--- src/rtl/wash_timer.sv ---
// Wash/spin phase timer: down-counts motor-on cycles, raises registered timeout levels; no backpressure.
// Status ports (remaining, phase) are live only with WASH_TIMER_STATUS_EN defined, else tied to 0.
module wash_timer #(
    parameter int WASH_CYCLES = 16,
    parameter int SPIN_CYCLES = 8,
    parameter int CNT_W       = 8
) (
    input  logic             clk,
    input  logic             reset,
    input  logic             motor_on,
    input  logic             soap_wash,
    input  logic             water_wash,
    input  logic             drain_valve_on,
    input  logic             done,
    output logic             cycle_timeout,
    output logic             spin_timeout,
    output logic [CNT_W-1:0] remaining,
    output logic [1:0]       phase
);

    localparam logic [2:0] S_IDLE      = 3'd0;
    localparam logic [2:0] S_WASH_RUN  = 3'd1;
    localparam logic [2:0] S_WASH_DONE = 3'd2;
    localparam logic [2:0] S_SPIN_RUN  = 3'd3;
    localparam logic [2:0] S_SPIN_DONE = 3'd4;

    localparam logic [CNT_W-1:0] WASH_LOAD = CNT_W'(WASH_CYCLES - 1);
    localparam logic [CNT_W-1:0] SPIN_LOAD = CNT_W'(SPIN_CYCLES - 1);

    logic [2:0]       state_q, state_d;
    logic [CNT_W-1:0] count_q, count_d;
    logic             cyc_to_q, cyc_to_d;
    logic             spin_to_q, spin_to_d;
    logic             water_prev_q;

    logic start_ok, rinse_edge, spin_ok;

    assign start_ok   = motor_on && (soap_wash || water_wash) && !drain_valve_on;
    assign rinse_edge = water_wash && !water_prev_q;
    assign spin_ok    = motor_on && drain_valve_on && !soap_wash && !water_wash;

    always_comb begin
        state_d   = state_q;
        count_d   = count_q;
        cyc_to_d  = cyc_to_q;
        spin_to_d = spin_to_q;
        if (done) begin
            state_d   = S_IDLE;
            count_d   = '0;
            cyc_to_d  = 1'b0;
            spin_to_d = 1'b0;
        end else begin
            case (state_q)
                S_IDLE: begin
                    if (start_ok) begin
                        state_d = S_WASH_RUN;
                        count_d = WASH_LOAD;
                    end
                end
                S_WASH_RUN: begin
                    if (motor_on) begin
                        if (count_q == '0) begin
                            state_d  = S_WASH_DONE;
                            cyc_to_d = 1'b1;
                        end else begin
                            count_d = count_q - 1'b1;
                        end
                    end
                end
                S_WASH_DONE: begin
                    // Rinse restart outranks the move to spin.
                    if (rinse_edge) begin
                        state_d  = S_WASH_RUN;
                        count_d  = WASH_LOAD;
                        cyc_to_d = 1'b0;
                    end else if (spin_ok) begin
                        state_d  = S_SPIN_RUN;
                        count_d  = SPIN_LOAD;
                        cyc_to_d = 1'b0;
                    end
                end
                S_SPIN_RUN: begin
                    if (motor_on) begin
                        if (count_q == '0) begin
                            state_d   = S_SPIN_DONE;
                            spin_to_d = 1'b1;
                        end else begin
                            count_d = count_q - 1'b1;
                        end
                    end
                end
                S_SPIN_DONE: ;
                default: begin
                    state_d   = S_IDLE;
                    count_d   = '0;
                    cyc_to_d  = 1'b0;
                    spin_to_d = 1'b0;
                end
            endcase
        end
    end

    always_ff @(posedge clk) begin
        if (!reset) begin
            state_q      <= S_IDLE;
            count_q      <= '0;
            cyc_to_q     <= 1'b0;
            spin_to_q    <= 1'b0;
            water_prev_q <= 1'b0;
        end else begin
            state_q      <= state_d;
            count_q      <= count_d;
            cyc_to_q     <= cyc_to_d;
            spin_to_q    <= spin_to_d;
            water_prev_q <= water_wash;
        end
    end

    assign cycle_timeout = cyc_to_q;
    assign spin_timeout  = spin_to_q;

`ifdef WASH_TIMER_STATUS_EN
    logic [1:0] phase_code;
    always_comb begin
        case (state_q)
            S_WASH_RUN:  phase_code = 2'd1;
            S_SPIN_RUN:  phase_code = 2'd2;
            S_WASH_DONE,
            S_SPIN_DONE: phase_code = 2'd3;
            default:     phase_code = 2'd0;
        endcase
    end
    assign remaining = count_q;
    assign phase     = phase_code;
`else
    assign remaining = '0;
    assign phase     = 2'd0;
`endif

endmodule

--- config.mk ---
export PLATFORM = sky130hd
export DESIGN_NAME = wash_timer
export DESIGN_NICKNAME = d
export VERILOG_FILES = /design/src/rtl/wash_timer.sv
export SDC_FILE = /design/constraint.sdc
export NUM_CORES = 1
export LEC_CHECK = 0
export CORE_MARGIN = 2
export CORE_UTILIZATION = 40
export DETAILED_ROUTE_END_ITERATION = 8
export HOLD_SLACK_MARGIN = 0.1
export PLACE_DENSITY = 0.67
export SKIP_CTS_REPAIR_TIMING = 1
export SYNTH_ARGS = -nofsm -noshare
export SYNTH_HDL_FRONTEND = slang
export SYNTH_SLANG_ARGS = --single-unit
export TNS_END_PERCENT = 30
--- constraint.sdc ---
create_clock -name clk -period 5.3 [get_ports clk]
set_input_delay 1.59 -clock clk [delete_from_list [all_inputs] [get_ports clk]]
set_output_delay 1.59 -clock clk [all_outputs]
set_load 0.02 [all_outputs]
==> out/metrics.yaml <==
final_layout:
  register_area_um2: 280
  layout_commonest_cell: "dfxtp_1"
  antennaDiodeCount: 0
  final_cell_mix: "dfxtp_1 (14), nand2_1 (11), conb_1 (10), clkdlybuf4s50_1 (8), nor2_1 (5)"
  fin_nets: 130
  drive_gt1_share_pct: 13.3
  fill_cells: 248
  multi_input_area_um2: 644
  final-instance-count-excl-fill: 150
  syn_to_final_growth_pct: 6.35
  utilization_pct: 44.4
worst_setup_path:
  worstSetupStartpointType: "input port"
  cp.arrival_ns: 3.39
  critPathCaptureType: "register"
  worstPathMaxFanout: 10
  required_ns: 5.48
  critPathKind: "in2reg"
  r2r_cells: 6
  rrSetupSlack_ns: 3.40
detailed_routing:
  postRouteAntennaNets: 0
  drc: 0
  routedWlPerCell_um: 14.1
  vias_per_cell: 5.45
  vias: 817
  routed_wirelength_um: 2110
  first_iter_violations: 14
  dr.pass1.iters: 4
global_route:
  grt_pass1_wl_um: 3570
  grt_use_total_pct: 16.9
  grt_max_degree: 15
  grt_pass1_vias: 776
  antenna_found_initial: 0
  grt_remaining_overflow: 0
synth:
  syn_inst: 116
  synth_edf_count: 0
  syn-cell-area_mm2: 0.00102
  syn_avg_cell_area_um2: 8.83
  synth_cell_types: 53
  synth.yosys.warnings: 0
  async_reset_ff_share_pct: 0
  synth_seq_area_share_pct: 27.4
  ys_ff_latch: 14
  synth_ff_type: "dfxtp_1"
timing:
  slew_violations: 0
  setup_tns_ns: 0
  fmax_mhz: 312
  worst_slew_pin_slew_ns: 0.595
  finClkSkew_ns: 0.000933
  rsz0062_at_grt: "no"
  slew_headroom_pct: 60.0
  setup_viol_count_final: 0
  fin_crit_sh_pct: 60.5
  hold_violations: 0
  hold_slack_ns: 0.477
  finalCriticalPeriod_ns: 3.20
status:
  status: "finished clean"
floorplan:
  coreArea_mm2: 0.00245
  pin_count: 19
  core.rowCount: 18
  die_w_um: 54.6
  start_util_pct: 41.7
  dieArea_mm2: 0.00298
  fp.dieH_um: 54.6
placed_design:
  place.gp.congestion: 0.849
  io_buffers: 8
  placed_cells: 146
  hpwl_um: 1590
clock_network:
  cts_buffer_depth: 2
  cts_buffers: 3
  cts.sinks: 14
  path_clk_slew_ns: 0.09
  clk_latency_ns: 0.28
  h-tree-depth: 1
  clock-root-buffer: "clkbuf_4"
  cts_tree: "built"
worst_hold_path:
  min_delay_path_depth: 2
  hold_class: "reg2reg"
pwr:
  power_density_mw_per_mm2: 217
  peakVddDrop_mv: 0.184
  p_leak_nw: 0.382
flow_run:
  drv_cap: 0
where the power goes:
part / switching (mW) / internal [mW]
Clock: 0.0375 / 0.0418
Sequential: 0.00339 / 0.107
Combinational: 0.0279 / 0.0183
per-layer routing:
metal | track usage [%] | vias up | share of wire [%]
met5 | 0 | - | 0
met4 | 7.92 | 0 | 2.1
met3 | 3.28 | 4 | 2.5
met2 | 27.2 | 18 | 47
met1 | 21.4 | 379 | 48
li1 | - | 416 | -
critical path: stages:
cell	delay, ns
clkdlybuf4s50_1	0.73
nand4bb_1	0.17
and3_1	0.24
or2_1	0.29
a311o_1	0.36
final cells by class:
class	instances	share of cell area (%)
Clock buffer	4	3.33
Inverter	3	1.03
Multi-Input combinational cell	91	59.1
Sequential cell	14	25.7
Tap cell	30	3.44
Timing Repair Buffer	8	7.35
worst paths after layout:
kind	startpoint	endpoint
worst max register to register	count_q[0]$_SDFFE_PP0P_	count_q[2]$_SDFFE_PP0P_
worst max-delay path	motor_on	count_q[4]$_SDFFE_PP0P_
worst min-delay path	spin_timeout$_SDFFE_PP0P_	spin_timeout$_SDFFE_PP0P_
worst min register to register	spin_timeout$_SDFFE_PP0P_	spin_timeout$_SDFFE_PP0P_
kinds of logic (layout without fill, tap and decap cells):
kind of cell	count (synthesis)	after routing	share of synthesized area, %
xor+xnor	2	2	1.71
compound gates	28	28	24.8
fa+ha+maj	2	2	2.44
mux	4	4	4.03
simple gates	45	45	26.3
buf+inv	20	15	13.1
flops	14	14	27.4
other cells	1	10	0.366
state kept, by name (all words and copies together), names as in the netlist:
signal / count
cycle_timeout: 1
state_q: 3
water_prev_q: 1
count_q: 8
spin_timeout: 1
cell usage after synthesis (all sizes together) (3+ instances only):
cell type  count  area (um2)
buf           16         119
dfxtp         14         280
nand2         11        41.3
a21oi          6        37.5
nor2           5        18.8
o21ai          4        31.3
inv            3        11.3
mux2i          3        30.0
nand2b         3        18.8
nor2b          3        18.8
nor3           3        15.0
or3b           3        28.8
through the flow:
step	instance area (um2)	setup WS, ns	power [mW]
floorplan	1060	2.51	0.156
global placement	1050	1.86	0.158
detailed placement	1050	1.81	0.159
CTS	1090	2.12	0.240
global route	1090	2.02	0.249
finish	1090	2.10	0.236
Power figures use the tool's default switching activity.
